### config.mk
export PLATFORM = sky130hd
export DESIGN_NAME = data_mem_access_unit_flat
export DESIGN_NICKNAME = d
export VERILOG_FILES = /design/src/rtl/data_mem_access_unit_if.sv /design/src/rtl/data_mem_access_unit.sv /design/src/flat_wrapper.sv
export SDC_FILE = /design/constraint.sdc
export NUM_CORES = 1
export LEC_CHECK = 0
export CAP_MARGIN = 20
export CORE_ASPECT_RATIO = 1.5
export CORE_MARGIN = 2
export CORE_UTILIZATION = 35
export CTS_BUF_LIST = sky130_fd_sc_hd__clkbuf_4 sky130_fd_sc_hd__clkbuf_8
export DETAILED_ROUTE_END_ITERATION = 8
export PLACE_DENSITY_LB_ADDON = 0.25
export SLEW_MARGIN = 5
export SYNTH_ARGS = -nofsm -noshare
export SYNTH_HDL_FRONTEND = slang
export SYNTH_SLANG_ARGS = --single-unit
export TNS_END_PERCENT = 30
### constraint.sdc
create_clock -name CLK -period 5.1 [get_ports CLK]
set_input_delay 0.51 -clock CLK [delete_from_list [all_inputs] [get_ports CLK]]
set_output_delay 0.51 -clock CLK [all_outputs]
set_load 0.02 [all_outputs]
### src/rtl/data_mem_access_unit_if.sv
// Request/response bus between the MEM stage and the data-memory access unit,
// plus the word-addressed RAM port the unit drives.
interface data_mem_access_unit_if #(
  parameter int ADDR_W = 16
);
  // CPU-side request channel
  logic              req_valid_i;
  logic              req_ready_o;
  logic              req_we_i;
  logic [1:0]        req_size_i;
  logic              req_signed_i;
  logic [31:0]       req_addr_i;
  logic [31:0]       req_wdata_i;

  // CPU-side completion channel
  logic              resp_valid_o;
  logic [31:0]       resp_rdata_o;
  logic              resp_err_o;

  // RAM port
  logic [ADDR_W-1:0] mem_address_o;
  logic [31:0]       mem_data_o;
  logic              mem_wren_o;
  logic [31:0]       mem_q_i;

  // The access unit: accepts requests, drives the RAM
  modport slave (
    input  req_valid_i, req_we_i, req_size_i, req_signed_i, req_addr_i,
           req_wdata_i, mem_q_i,
    output req_ready_o, resp_valid_o, resp_rdata_o, resp_err_o,
           mem_address_o, mem_data_o, mem_wren_o
  );

  // The environment: pipeline requester plus RAM model
  modport master (
    output req_valid_i, req_we_i, req_size_i, req_signed_i, req_addr_i,
           req_wdata_i, mem_q_i,
    input  req_ready_o, resp_valid_o, resp_rdata_o, resp_err_o,
           mem_address_o, mem_data_o, mem_wren_o
  );
endinterface

### src/rtl/data_mem_access_unit.sv
// Data-memory access unit: turns byte/half/word load/store requests into
// cycles on a 32-bit word-addressed single-port RAM with registered address.
// Sub-word stores are read-modify-write; loads are sign/zero-extended.
module data_mem_access_unit #(
  parameter int ADDR_W   = 16,
  parameter int READ_LAT = 1   // 1..3
) (
  input logic                   CLK,
  input logic                   reset,
  data_mem_access_unit_if.slave bus
);

  typedef enum logic [1:0] {
    SZ_BYTE = 2'b00,
    SZ_HALF = 2'b01,
    SZ_WORD = 2'b10,
    SZ_ILL  = 2'b11
  } size_e;

  typedef enum logic [2:0] {
    S_IDLE,
    S_LD_ADDR,
    S_LD_WAIT,
    S_RMW_RD,
    S_RMW_WAIT,
    S_WR,
    S_RESP
  } state_e;

  localparam int                CNT_W    = 2;
  localparam logic [CNT_W-1:0]  CNT_INIT = CNT_W'(READ_LAT - 1);
  // Byte-address bits above the RAM's reach; any of them set is an error.
  localparam logic [31:0]       HI_MASK  = ~((32'd1 << (ADDR_W + 2)) - 32'd1);

  state_e            state_q, state_d;
  logic [CNT_W-1:0]  cnt_q, cnt_d;

  logic [ADDR_W-1:0] mem_address_q, mem_address_d;
  logic [31:0]       mem_data_q, mem_data_d;
  logic              mem_wren_q, mem_wren_d;
  logic              resp_valid_q, resp_valid_d;
  logic [31:0]       resp_rdata_q, resp_rdata_d;
  logic              resp_err_q, resp_err_d;

  // Request fields latched at accept
  size_e             size_q;
  logic              signed_q;
  logic [1:0]        lane_q;
  logic [15:0]       wdata_q;

  logic              req_ready;
  logic              accept;
  logic              req_err;
  size_e             req_size;

  // Select the addressed lane of a RAM word and extend it to 32 bits.
  function automatic logic [31:0] load_extract(input logic [31:0] word,
                                               input size_e     size,
                                               input logic [1:0] lane,
                                               input logic      sgn);
    logic [7:0]  b;
    logic [15:0] h;
    b = word[{lane, 3'b000} +: 8];
    h = lane[1] ? word[31:16] : word[15:0];
    case (size)
      SZ_BYTE: load_extract = {{24{sgn & b[7]}}, b};
      SZ_HALF: load_extract = {{16{sgn & h[15]}}, h};
      default: load_extract = word;
    endcase
  endfunction

  // Replace the addressed lane of the old RAM word with the new store data.
  function automatic logic [31:0] store_merge(input logic [31:0] old_word,
                                              input size_e     size,
                                              input logic [1:0] lane,
                                              input logic [15:0] data);
    store_merge = old_word;
    if (size == SZ_BYTE) begin
      store_merge[{lane, 3'b000} +: 8] = data[7:0];
    end else if (lane[1]) begin
      store_merge[31:16] = data;
    end else begin
      store_merge[15:0] = data;
    end
  endfunction

  assign req_size  = size_e'(bus.req_size_i);
  assign req_ready = (state_q == S_IDLE) && !reset;
  assign accept    = bus.req_valid_i && req_ready;

  assign req_err = (req_size == SZ_ILL)
                || ((req_size == SZ_HALF) && bus.req_addr_i[0])
                || ((req_size == SZ_WORD) && (bus.req_addr_i[1:0] != 2'b00))
                || ((bus.req_addr_i & HI_MASK) != 32'd0);

  // State register
  // NOTE: clocked state uses non-blocking assignments so every flop samples
  // pre-edge values, regardless of process evaluation order.
  always_ff @(posedge CLK) begin
    if (reset) state_q <= S_IDLE;
    else       state_q <= state_d;
  end

  // Next-state decode
  always_comb begin
    state_d = state_q;
    case (state_q)
      S_IDLE: begin
        if (accept) begin
          if (req_err)                   state_d = S_RESP;
          else if (!bus.req_we_i)        state_d = S_LD_ADDR;
          else if (req_size == SZ_WORD)  state_d = S_WR;
          else                           state_d = S_RMW_RD;
        end
      end
      S_LD_ADDR:  state_d = S_LD_WAIT;
      S_LD_WAIT:  if (cnt_q == '0) state_d = S_RESP;
      S_RMW_RD:   state_d = S_RMW_WAIT;
      S_RMW_WAIT: if (cnt_q == '0) state_d = S_WR;
      S_WR:       state_d = S_RESP;
      S_RESP:     state_d = S_IDLE;
      default:    state_d = S_IDLE;
    endcase
  end

  // Next values of the registered RAM/response outputs and the latency counter
  always_comb begin
    // NOTE: every variable gets a default first so no path leaves it
    // unassigned, which would otherwise infer a latch.
    mem_address_d = mem_address_q;
    mem_data_d    = mem_data_q;
    mem_wren_d    = 1'b0;
    resp_valid_d  = 1'b0;
    resp_rdata_d  = resp_rdata_q;
    resp_err_d    = resp_err_q;
    cnt_d         = cnt_q;
    case (state_q)
      S_IDLE: begin
        if (accept) begin
          if (req_err) begin
            resp_valid_d = 1'b1;
            resp_err_d   = 1'b1;
            resp_rdata_d = '0;
          end else begin
            mem_address_d = bus.req_addr_i[ADDR_W+1:2];
            if (bus.req_we_i && (req_size == SZ_WORD)) begin
              mem_data_d = bus.req_wdata_i;
              mem_wren_d = 1'b1;
            end
          end
        end
      end
      S_LD_ADDR, S_RMW_RD: cnt_d = CNT_INIT;
      S_LD_WAIT: begin
        if (cnt_q == '0) begin
          resp_valid_d = 1'b1;
          resp_err_d   = 1'b0;
          resp_rdata_d = load_extract(bus.mem_q_i, size_q, lane_q, signed_q);
        end else begin
          cnt_d = cnt_q - 1'b1;
        end
      end
      S_RMW_WAIT: begin
        if (cnt_q == '0) begin
          mem_data_d = store_merge(bus.mem_q_i, size_q, lane_q, wdata_q);
          mem_wren_d = 1'b1;
        end else begin
          cnt_d = cnt_q - 1'b1;
        end
      end
      S_WR: begin
        resp_valid_d = 1'b1;
        resp_err_d   = 1'b0;
        resp_rdata_d = '0;
      end
      default: ;
    endcase
  end

  // Output and counter registers
  always_ff @(posedge CLK) begin
    if (reset) begin
      mem_address_q <= '0;
      mem_data_q    <= '0;
      mem_wren_q    <= 1'b0;
      resp_valid_q  <= 1'b0;
      resp_rdata_q  <= '0;
      resp_err_q    <= 1'b0;
      cnt_q         <= '0;
    end else begin
      mem_address_q <= mem_address_d;
      mem_data_q    <= mem_data_d;
      mem_wren_q    <= mem_wren_d;
      resp_valid_q  <= resp_valid_d;
      resp_rdata_q  <= resp_rdata_d;
      resp_err_q    <= resp_err_d;
      cnt_q         <= cnt_d;
    end
  end

  // Capture request fields at accept
  // NOTE: these data-path holding registers carry no reset; they are only read
  // in states that can be reached solely through an accept that loads them.
  always_ff @(posedge CLK) begin
    if (accept) begin
      size_q   <= req_size;
      signed_q <= bus.req_signed_i;
      lane_q   <= bus.req_addr_i[1:0];
      wdata_q  <= bus.req_wdata_i[15:0];
    end
  end

  assign bus.req_ready_o   = req_ready;
  assign bus.mem_address_o = mem_address_q;
  assign bus.mem_data_o    = mem_data_q;
  assign bus.mem_wren_o    = mem_wren_q;
  assign bus.resp_valid_o  = resp_valid_q;
  assign bus.resp_rdata_o  = resp_rdata_q;
  assign bus.resp_err_o    = resp_err_q;

endmodule

### src/flat_wrapper.sv
// flat-port wrapper written by rule: the top's interface ports become plain ports
module data_mem_access_unit_flat 
#(
  parameter int ADDR_W   = 16,
  parameter int READ_LAT = 1          
)
  (CLK, reset, bus_req_valid_i, bus_req_we_i, bus_req_size_i, bus_req_signed_i, bus_req_addr_i, bus_req_wdata_i, bus_mem_q_i, bus_req_ready_o, bus_resp_valid_o, bus_resp_rdata_o, bus_resp_err_o, bus_mem_address_o, bus_mem_data_o, bus_mem_wren_o);
  data_mem_access_unit_if #(.ADDR_W(ADDR_W)) bus_i ();
  input logic CLK;
  input logic reset;
  input wire logic [$bits(bus_i.req_valid_i)-1:0] bus_req_valid_i;
  input wire logic [$bits(bus_i.req_we_i)-1:0] bus_req_we_i;
  input wire logic [$bits(bus_i.req_size_i)-1:0] bus_req_size_i;
  input wire logic [$bits(bus_i.req_signed_i)-1:0] bus_req_signed_i;
  input wire logic [$bits(bus_i.req_addr_i)-1:0] bus_req_addr_i;
  input wire logic [$bits(bus_i.req_wdata_i)-1:0] bus_req_wdata_i;
  input wire logic [$bits(bus_i.mem_q_i)-1:0] bus_mem_q_i;
  output wire logic [$bits(bus_i.req_ready_o)-1:0] bus_req_ready_o;
  output wire logic [$bits(bus_i.resp_valid_o)-1:0] bus_resp_valid_o;
  output wire logic [$bits(bus_i.resp_rdata_o)-1:0] bus_resp_rdata_o;
  output wire logic [$bits(bus_i.resp_err_o)-1:0] bus_resp_err_o;
  output wire logic [$bits(bus_i.mem_address_o)-1:0] bus_mem_address_o;
  output wire logic [$bits(bus_i.mem_data_o)-1:0] bus_mem_data_o;
  output wire logic [$bits(bus_i.mem_wren_o)-1:0] bus_mem_wren_o;
  assign bus_i.req_valid_i = bus_req_valid_i;
  assign bus_i.req_we_i = bus_req_we_i;
  assign bus_i.req_size_i = bus_req_size_i;
  assign bus_i.req_signed_i = bus_req_signed_i;
  assign bus_i.req_addr_i = bus_req_addr_i;
  assign bus_i.req_wdata_i = bus_req_wdata_i;
  assign bus_i.mem_q_i = bus_mem_q_i;
  assign bus_req_ready_o = bus_i.req_ready_o;
  assign bus_resp_valid_o = bus_i.resp_valid_o;
  assign bus_resp_rdata_o = bus_i.resp_rdata_o;
  assign bus_resp_err_o = bus_i.resp_err_o;
  assign bus_mem_address_o = bus_i.mem_address_o;
  assign bus_mem_data_o = bus_i.mem_data_o;
  assign bus_mem_wren_o = bus_i.mem_wren_o;
  data_mem_access_unit #(.ADDR_W(ADDR_W), .READ_LAT(READ_LAT)) u_core (.CLK(CLK), .reset(reset), .bus(bus_i));
endmodule
After elaboration in Yosys (flattened, before gate mapping)
Index checks and enable logic that the tools add are counted.
{"block": "classes", "shifts": 3, "n_mux": 36, "bitwise": 3, "reduce_logical": 24, "add_sub_neg": 2, "eq_ne": 16}
{"cell": "32-bit 2-to-1 mux", "count": 8}
{"cell": "32-bit case mux with 2 select lines", "count": 2}
{"cell": "32-bit case mux with 3 select lines", "count": 1}
{"cell": "16-bit 2-to-1 mux", "count": 3}
{"cell": "32-bit bitwise mux", "count": 1}
{"cell": "32-bit nonzero test", "count": 1}
{"cell": "8-bit by 7-bit variable shift with 32-bit output, first input constant", "count": 1}
{"cell": "32-bit by 6-bit variable part select with 8-bit output", "count": 1}
{"cell": "8-bit by 7-bit variable part select with 32-bit output", "count": 1}
{"cell": "3-bit 2-to-1 mux", "count": 6}
{"cell": "3-bit case mux with 6 select lines", "count": 1}
{"cell": "1-bit 2-to-1 mux", "count": 9}
{"cell": "2-bit by 1-bit inequality test with 1-bit output, second input constant", "count": 4}
{"cell": "5-bit negation with 7-bit output", "count": 1}
{"cell": "3-bit by 2-bit == test with 1-bit output, second input constant", "count": 2}
{"cell": "3-bit == test, second input constant", "count": 2}
{"cell": "2-bit inequality test, second input constant", "count": 3}
{"cell": "1-bit case mux with 3 select lines", "count": 2}
{"cell": "3-bit AND reduction", "count": 2}
{"cell": "2-bit nonzero test", "count": 3}
{"cell": "1-bit logical AND", "count": 5}
{"cell": "5-bit AND reduction", "count": 1}
{"cell": "2-bit by 1-bit == test with 1-bit output, second input constant", "count": 2}
{"cell": "2-bit == test, second input constant", "count": 2}
{"cell": "other kinds (15)", "count": 20}
{"block": "totals", "input_bits": 103, "register_bits": 109, "word_cells": 96}

Logic depth before layout (Yosys ltp)
Gate-level depths: netlist (run 1).
{"block": "depth", "ltp_word": 8, "mapped_depth": 10, "depth_no_buf": 7}

Worst setup path after synthesis (run 1)
Ideal clock, no wire load.
{"block": "synth_timing", "kind": "register -> register", "startpoint": "reg u_core.lane_q[1]", "endpoint": "reg u_core.mem_data_q[12], in the netlist u_core.bus.mem_data_o[12]", "path_slack_ps": 2578, "stages_incl_launch_ff": 11, "t_required_ps": 4959, "t_arrival_ps": 2381, "synth_period_minus_slack_ps": 2522, "path_cell_list": "edfxtp_1 -> buf_2 -> buf_4 -> clkinv_1 -> ha_1 -> and3_1 -> nor2b_1 -> clkbuf_1 -> a221o_1 -> a221oi_2 -> nor3_2"}
{"block": "synth_via", "elab_chain_len": 6}
{"element": "start: declaration", "line": "data_mem_access_unit.sv:48", "text": "logic [1:0] lane_q;"}
{"element": "start signal: assignment", "line": "data_mem_access_unit.sv:208", "text": "lane_q <= bus.req_addr_i[1:0];"}
{"element": "5-bit negation with 7-bit output", "line": "data_mem_access_unit.sv:79", "text": "store_merge[{lane, 3'b000} +: 8] = data[7:0];"}
{"element": "8-bit by 7-bit variable part select with 32-bit output or 8-bit by 7-bit variable shift with 32-bit output (tied branches)", "line": "data_mem_access_unit.sv:79"}
{"element": "32-bit bitwise mux", "line": "data_mem_access_unit.sv:79"}
{"element": "32-bit 2-to-1 mux *", "line": "data_mem_access_unit.sv:78", "text": "if (size == SZ_BYTE) begin"}
{"element": "32-bit 2-to-1 mux *", "line": "data_mem_access_unit.sv:164", "text": "if (cnt_q == '0) begin"}
{"element": "32-bit case mux with 2 select lines *", "line": "data_mem_access_unit.sv:137", "text": "case (state_q)"}
{"element": "end signal: assignment", "line": "data_mem_access_unit.sv:192", "text": "mem_data_q <= mem_data_d;"}
{"element": "end: declaration", "line": "data_mem_access_unit.sv:39", "text": "logic [31:0] mem_data_q, mem_data_d;"}
Mark *: on every way between the ends. The rest lies on a longest branch, timed or not. The select of a mux whose other input is x is not followed.
A chain may end at the register's enable or synchronous reset.

Worst setup path after layout (run 1)
{"block": "layout_timing", "startpoint": "reg u_core.lane_q[1]", "endpoint": "reg u_core.mem_data_q[3], in the netlist u_core.bus.mem_data_o[3]"}
Same word-level chain as after synthesis.

==> run metrics, run 1 <==
Seq cells post-synth=109; first-pass GRT wire length=31300 um; leakage=2.88 nW; critical-path maximum fanout=55; Max Clock Skew=0.0129 ns; asr flop ratio synth=0%; clk sink count=109; Final ANT Viol Nets=0; Final Hold Viols=0; total number of vias=5782; die height=166 um; FF/Latch Area=2390 sq um; # hold bufs at CTS=0; critical path required time=5.40 ns; clock root buffer=clkbuf_8; RR Startpoint=u_core.lane_q[1]$_DFFE_PP_; post-cts sizing count=0; WP data arrival=3.70 ns; Final WS setup=1.70 ns; WHS Path Cells=2; Worst Setup End Kind=register; total wire length=20300 um; fmax=294 MHz; Initial Util=35.6%; # H-tree levels=3; Mapped Area=6140 sq um; status=complete, no violations; Reg2Reg Depth=7; TritonCTS clock tree=yes; Post-Synthesis Cells=650; vias in the first global route=5821; DRT iter0 DRCs=405; fin util=47.4%; total grt overflow=0; Slew HR=32.9%; Seq/Total Area, Yosys=38.9%; commonest non-fill, non-tap cell in the layout=clkdlybuf4s50_1; area of the multi-input gates=3390 sq um; max cap viols=0; Post-DP HPWL=15000 um; CTS Buf Count=9; ant diodes=0; Total Die Area=18700 sq um; largest net degree at the start of global routing=67; Clk Latency, worst-skew pair=0.39 ns; Slew Viols, Final=0; number of placement rows=59; CTS clock-pin slew for the worst setup and hold paths=0.10 ns; Filler cells=1673; Area growth syn-to-layout=33.3%; worst vdd ir=0.000228 V; Setup TNS=0 ns; Setup violations, final=0; # nets final=905; WHS Endpoint=u_core.bus.resp_rdata_o[6]$_SDFFE_PP0P_; Crit Path Class=reg -> reg; CTS max path bufs=2; Vias/cell=5.70; Hold Crit Start=u_core.bus.resp_rdata_o[6]$_SDFFE_PP0P_; most frequent cells in the layout=clkdlybuf4s50_1 (185), dfxtp_1 (88), a21oi_1 (61); Setup crit start kind=register; pre-CTS WS=1.77 ns; worst r2r dst=u_core.bus.mem_data_o[3]$_SDFFE_PP0P_; worst-margin pin slew=1.01 ns; syn avg cell area=9.45 sq um; Post-route DRC=0; GR Util All Layers=21.1%; Routability Congestion=0.885; Tcrit/Tclk final=66.6%; syn nets=759; EDFF count, synth=21; Final min period=3.40 ns; power per cell area=440 nW/um^2; number of antenna violations at the first check in global routing=0; HP Class=reg -> reg; postcts setup bufs=0; Ys Warns=0; Avg WL per Cell=20.0 um; r2r setup slk=1.70 ns; Final Power=3.60 mW; main flop type after synthesis=dfxtp_1; First-pass DRT Iterations=5; Ports=187; Yosys cell types=53; die width=112 um; Core Area=17300 sq um; PortBufs=186; share of cells above drive strength 1=10.6%; RSZ-0062 raised after global routing=no
## cell families after synthesis
group	count (synthesis)	share of synthesized area, %
simple gates	216	19.5
compound gates	198	25.8
flops	109	38.9
buf+inv	71	6.11
mux	50	8.39
fa+ha+maj	6	1.22
## registers in the layout, summed over array words and instances, names as in the netlist
| name | cells |
|---|---|
| u_core.bus.resp_valid_o | 1 |
| u_core.size_q | 2 |
| u_core.wdata_q | 16 |
| u_core.bus.mem_address_o | 16 |
| u_core.lane_q | 2 |
| u_core.bus.mem_wren_o | 1 |
| u_core.bus.resp_err_o | 1 |
| u_core.bus.resp_rdata_o | 32 |
| u_core.signed_q | 1 |
| u_core.cnt_q | 2 |
| u_core.bus.mem_data_o | 32 |
| u_core.state_q | 3 |
## worst max-delay path by stage
stage,startpoint,end,slack [ns],cells past startpoint
5_1_grt,u_core.lane_q[1]$_DFFE_PP_,u_core.bus.mem_data_o[0]$_SDFFE_PP0P_,1.50,7
3_3_place_gp,u_core.lane_q[1]$_DFFE_PP_,u_core.bus.mem_data_o[3]$_SDFFE_PP0P_,1.87,7
2_1_floorplan,u_core.lane_q[1]$_DFFE_PP_,u_core.bus.mem_data_o[12]$_SDFFE_PP0P_,2.58,10
4_1_cts,u_core.lane_q[1]$_DFFE_PP_,u_core.bus.mem_data_o[3]$_SDFFE_PP0P_,1.71,7
3_5_place_dp,u_core.lane_q[1]$_DFFE_PP_,u_core.bus.mem_data_o[3]$_SDFFE_PP0P_,1.77,7
6_report,u_core.lane_q[1]$_DFFE_PP_,u_core.bus.mem_data_o[3]$_SDFFE_PP0P_,1.70,7
## Yosys cell counts (all sizes together), types with 3 or more instances
library cell / instances / share of area (%)
dfxtp: 88 / 29
ha: 6 / 1.2
or2: 4 / 0.41
buf: 29 / 3.5
edfxtp: 21 / 10
a32oi: 12 / 1.7
nand3b: 7 / 0.86
inv: 12 / 0.73
a221oi: 30 / 7.1
nand2: 58 / 3.5
nor2b: 40 / 4.1
o221ai: 7 / 1.0
a21oi: 61 / 5.0
nand2b: 8 / 0.81
mux2i: 47 / 7.7
nor2: 48 / 3.3
nor3: 36 / 4.6
o21ai: 35 / 2.9
a211oi: 9 / 1.2
a221o: 30 / 4.9
a32o: 4 / 0.65
nor4: 3 / 0.51
clkbuf: 28 / 1.7
## stage by stage
stage                     hold slack (ns)  cells  instance area, sq um
final                               0.459   1014                  8190
after global routing                0.491   1014                  8190
after CTS                           0.461   1013                  8170
after detailed placement            0.441    997                  7990
after global placement              0.439    997                  7990
after floorplan                     0.470    650                  6140
## layer usage
layer  routed length [um]  vias up  track usage [%]
met5                    0        -                0
met3                 1410       48             4.20
met1                 7760     2720             24.2
li1                     -     2722                -
met2                10100      292             36.7
met4                 1010        0             10.7
## final cells by class
class / count / share of cell area (%)
Clock inverter: 5 / 0.412
Clock buffer: 11 / 1.77
Inverter: 14 / 0.642
Tap cell: 213 / 3.25
Timing Repair Buffer: 192 / 23.4
Sequential cell: 109 / 29.2
Multi-Input combinational cell: 470 / 41.3
## where the power goes
| part | internal [mW] | leakage (nW) | switching, mW |
|---|---|---|---|
| combinational | 0.772 | 1.88 | 1.06 |
| clock | 0.199 | 0.0974 | 0.308 |
| sequential | 1.09 | 0.910 | 0.169 |
| total | 2.06 | 2.88 | 1.54 |
## worst max-delay path: stages, from the launching register on
cell	delay (ns)
edfxtp_1	0.33
buf_4	0.60
clkinv_1	0.51
ha_1	0.49
nor3_1	0.81
a221o_1	0.29
a221oi_2	0.06
nor3_1	0.21
Power figures use the tool's default switching activity.
==> inputs of run 2 (changes only) <==
- clock period: 5.1 -> 3.46 ns (I/O delays scaled with it)
==> run 2 against run 1 <==
  * Via count is 0.80% lower
  * Worst setup slack worse by 1.1 ns
  * Fmax is 21% higher
  * Hold slack better by 0.0074 ns
  * Utilization is 0.33 points higher
  * Clock power is 47% higher
  * Cell count is 0.69% higher
  * Sequential power is 47% higher
  * Die area stayed put
  * Sequential cell count stayed put
  * First-iteration DRC count is 16% lower
==> run metrics, run 2 (synthesis gave the netlist of run 1 again) <==
status=complete, no violations; Final Power=5.30 mW (+47%); Avg WL per Cell=19.7 um (-1.4%); Routability Congestion=0.878 (-0.75%); CTS clock-pin slew for the worst setup and hold paths=0.11 ns (about the same); HP Class=reg -> reg; Ports=187 (unchanged); most frequent cells in the layout=clkdlybuf4s50_1 (185), dfxtp_1 (88), a21oi_1 (61); FF/Latch Area=2390 sq um (unchanged); Area growth syn-to-layout=34.3%; CTS max path bufs=2 (unchanged); Core Area=17300 sq um (unchanged); max cap viols=0 (unchanged); fin util=47.8% (+0.33 points); # nets final=912 (+0.77%); leakage=2.92 nW (+1.3%); final instance area=8250 sq um (+0.70%); critical path required time=3.77 ns (-1.63 ns); Total Die Area=18700 sq um (unchanged); Slew HR=44.7% (+12 points); fmax=355 MHz (+21%); first-pass GRT wire length=30800 um (-1.5%); Post-DP HPWL=14800 um (-1.7%); GR Util All Layers=20.7% (-0.35 points); Final Non-Filler Cells=1021 (+0.69%); Vias/cell=5.62 (-1.5%); Final WS setup=0.644 ns (-1.06 ns); Worst Setup End Kind=register; Final Hold Viols=0 (unchanged); TritonCTS clock tree=yes; pre-CTS WS=0.693 ns (-1.08 ns); Slew Viols, Final=0 (unchanged); vias in the first global route=5817 (-0.069%); Filler cells=1677 (+0.24%); total number of vias=5736 (-0.80%); post-cts sizing count=0 (unchanged); largest net degree at the start of global routing=67 (unchanged); PortBufs=186 (unchanged); share of cells above drive strength 1=11.4% (+0.77 points); total wire length=20200 um (-0.77%); number of placement rows=59 (unchanged); Crit Path Class=reg -> reg; die width=112 um (unchanged); Post-route DRC=0 (unchanged); ant diodes=0 (unchanged); total grt overflow=0 (unchanged); Max Clock Skew=0.0156 ns (+0.00266 ns); Setup violations, final=0 (unchanged); WP data arrival=3.13 ns (-0.57 ns); CTS Buf Count=9 (unchanged); critical-path maximum fanout=54 (-1.8%); Post-DP Area=8050 sq um (+0.66%); Placed Instances=1004 (+0.70%); die height=166 um (unchanged); postcts setup bufs=0 (unchanged); Final min period=2.82 ns (-0.582 ns); # hold bufs at CTS=0 (unchanged); worst vdd ir=0.000405 V (+77%); clk sink count=109 (unchanged); worst-margin pin slew=0.830 ns (-0.175 ns); DRT iter0 DRCs=341 (-16%); Setup TNS=0 ns (unchanged); Setup crit start kind=register; power per cell area=642 nW/um^2 (+46%); area of the multi-input gates=3390 sq um (unchanged); Tcrit/Tclk final=81.4% (+15 points); RSZ-0062 raised after global routing=no; # H-tree levels=3 (unchanged); Final ANT Viol Nets=0 (unchanged); Clk Latency, worst-skew pair=0.38 ns (about the same); clock root buffer=clkbuf_8; First-pass DRT Iterations=4 (-1); number of antenna violations at the first check in global routing=0 (unchanged); final hold slack=0.466 ns (+0.00739 ns); Initial Util=35.6% (unchanged); commonest non-fill, non-tap cell in the layout=clkdlybuf4s50_1
==> run 2: cell count changes in the layout (fill, tap and decap cells not counted), sizes merged <==
cell	change
buf	+7
inv	+2
clkbuf	-1
clkinv	-1
==> run 2: worst paths after layout <==
kind / startpoint / end / slack [ns] / cells after the start
setup / recovery: u_core.lane_q[1]$_DFFE_PP_ / u_core.bus.mem_data_o[31]$_SDFFE_PP0P_ / 0.64 / 7
hold / removal: u_core.bus.resp_rdata_o[2]$_SDFFE_PP0P_ / u_core.bus.resp_rdata_o[2]$_SDFFE_PP0P_ / 0.47 / 2
setup reg to reg: u_core.lane_q[1]$_DFFE_PP_ / u_core.bus.mem_data_o[31]$_SDFFE_PP0P_ / 0.64 / 7
hold reg to reg: u_core.bus.resp_rdata_o[2]$_SDFFE_PP0P_ / u_core.bus.resp_rdata_o[2]$_SDFFE_PP0P_ / 0.47 / 2
==> run 2: metal layers <==
| layer | track usage (%) | part of all wire [%] | vias to the layer above |
|---|---|---|---|
| li1 | - | - | 2739 |
| met4 | 14.1 | 6.2 | 0 |
| met5 | 0 | 0 | - |
| met3 | 3.47 | 6.8 | 50 |
| met2 | 33.7 | 48 | 256 |
| met1 | 24.8 | 39 | 2691 |
==> run 2: final cells by class <==
| class | count | area share (%) |
|---|---|---|
| Inverter | 14 | 0.637 |
| Multi-Input combinational cell | 470 | 41.1 |
| Clock inverter | 6 | 0.546 |
| Clock buffer | 10 | 1.59 |
| Sequential cell | 109 | 29.0 |
| Timing Repair Buffer | 199 | 23.9 |
| Tap cell | 213 | 3.23 |
==> run 2: report_power, final <==
part / total (mW) / internal, mW / switching, mW / leakage [nW]
Combinational: 2.70 / 1.15 / 1.55 / 1.92
Clock: 0.746 / 0.278 / 0.468 / 0.0955
Sequential: 1.85 / 1.61 / 0.240 / 0.910
==> run 2: worst max-delay path, stage by stage, from the launching register on <==
cell and delay [ns]:
edfxtp_1 0.36, buf_4 0.59, ha_1 0.30, clkinv_1 0.27, nor4_2 0.66, a221o_1 0.30
a221oi_2 0.07, nor3_2 0.18
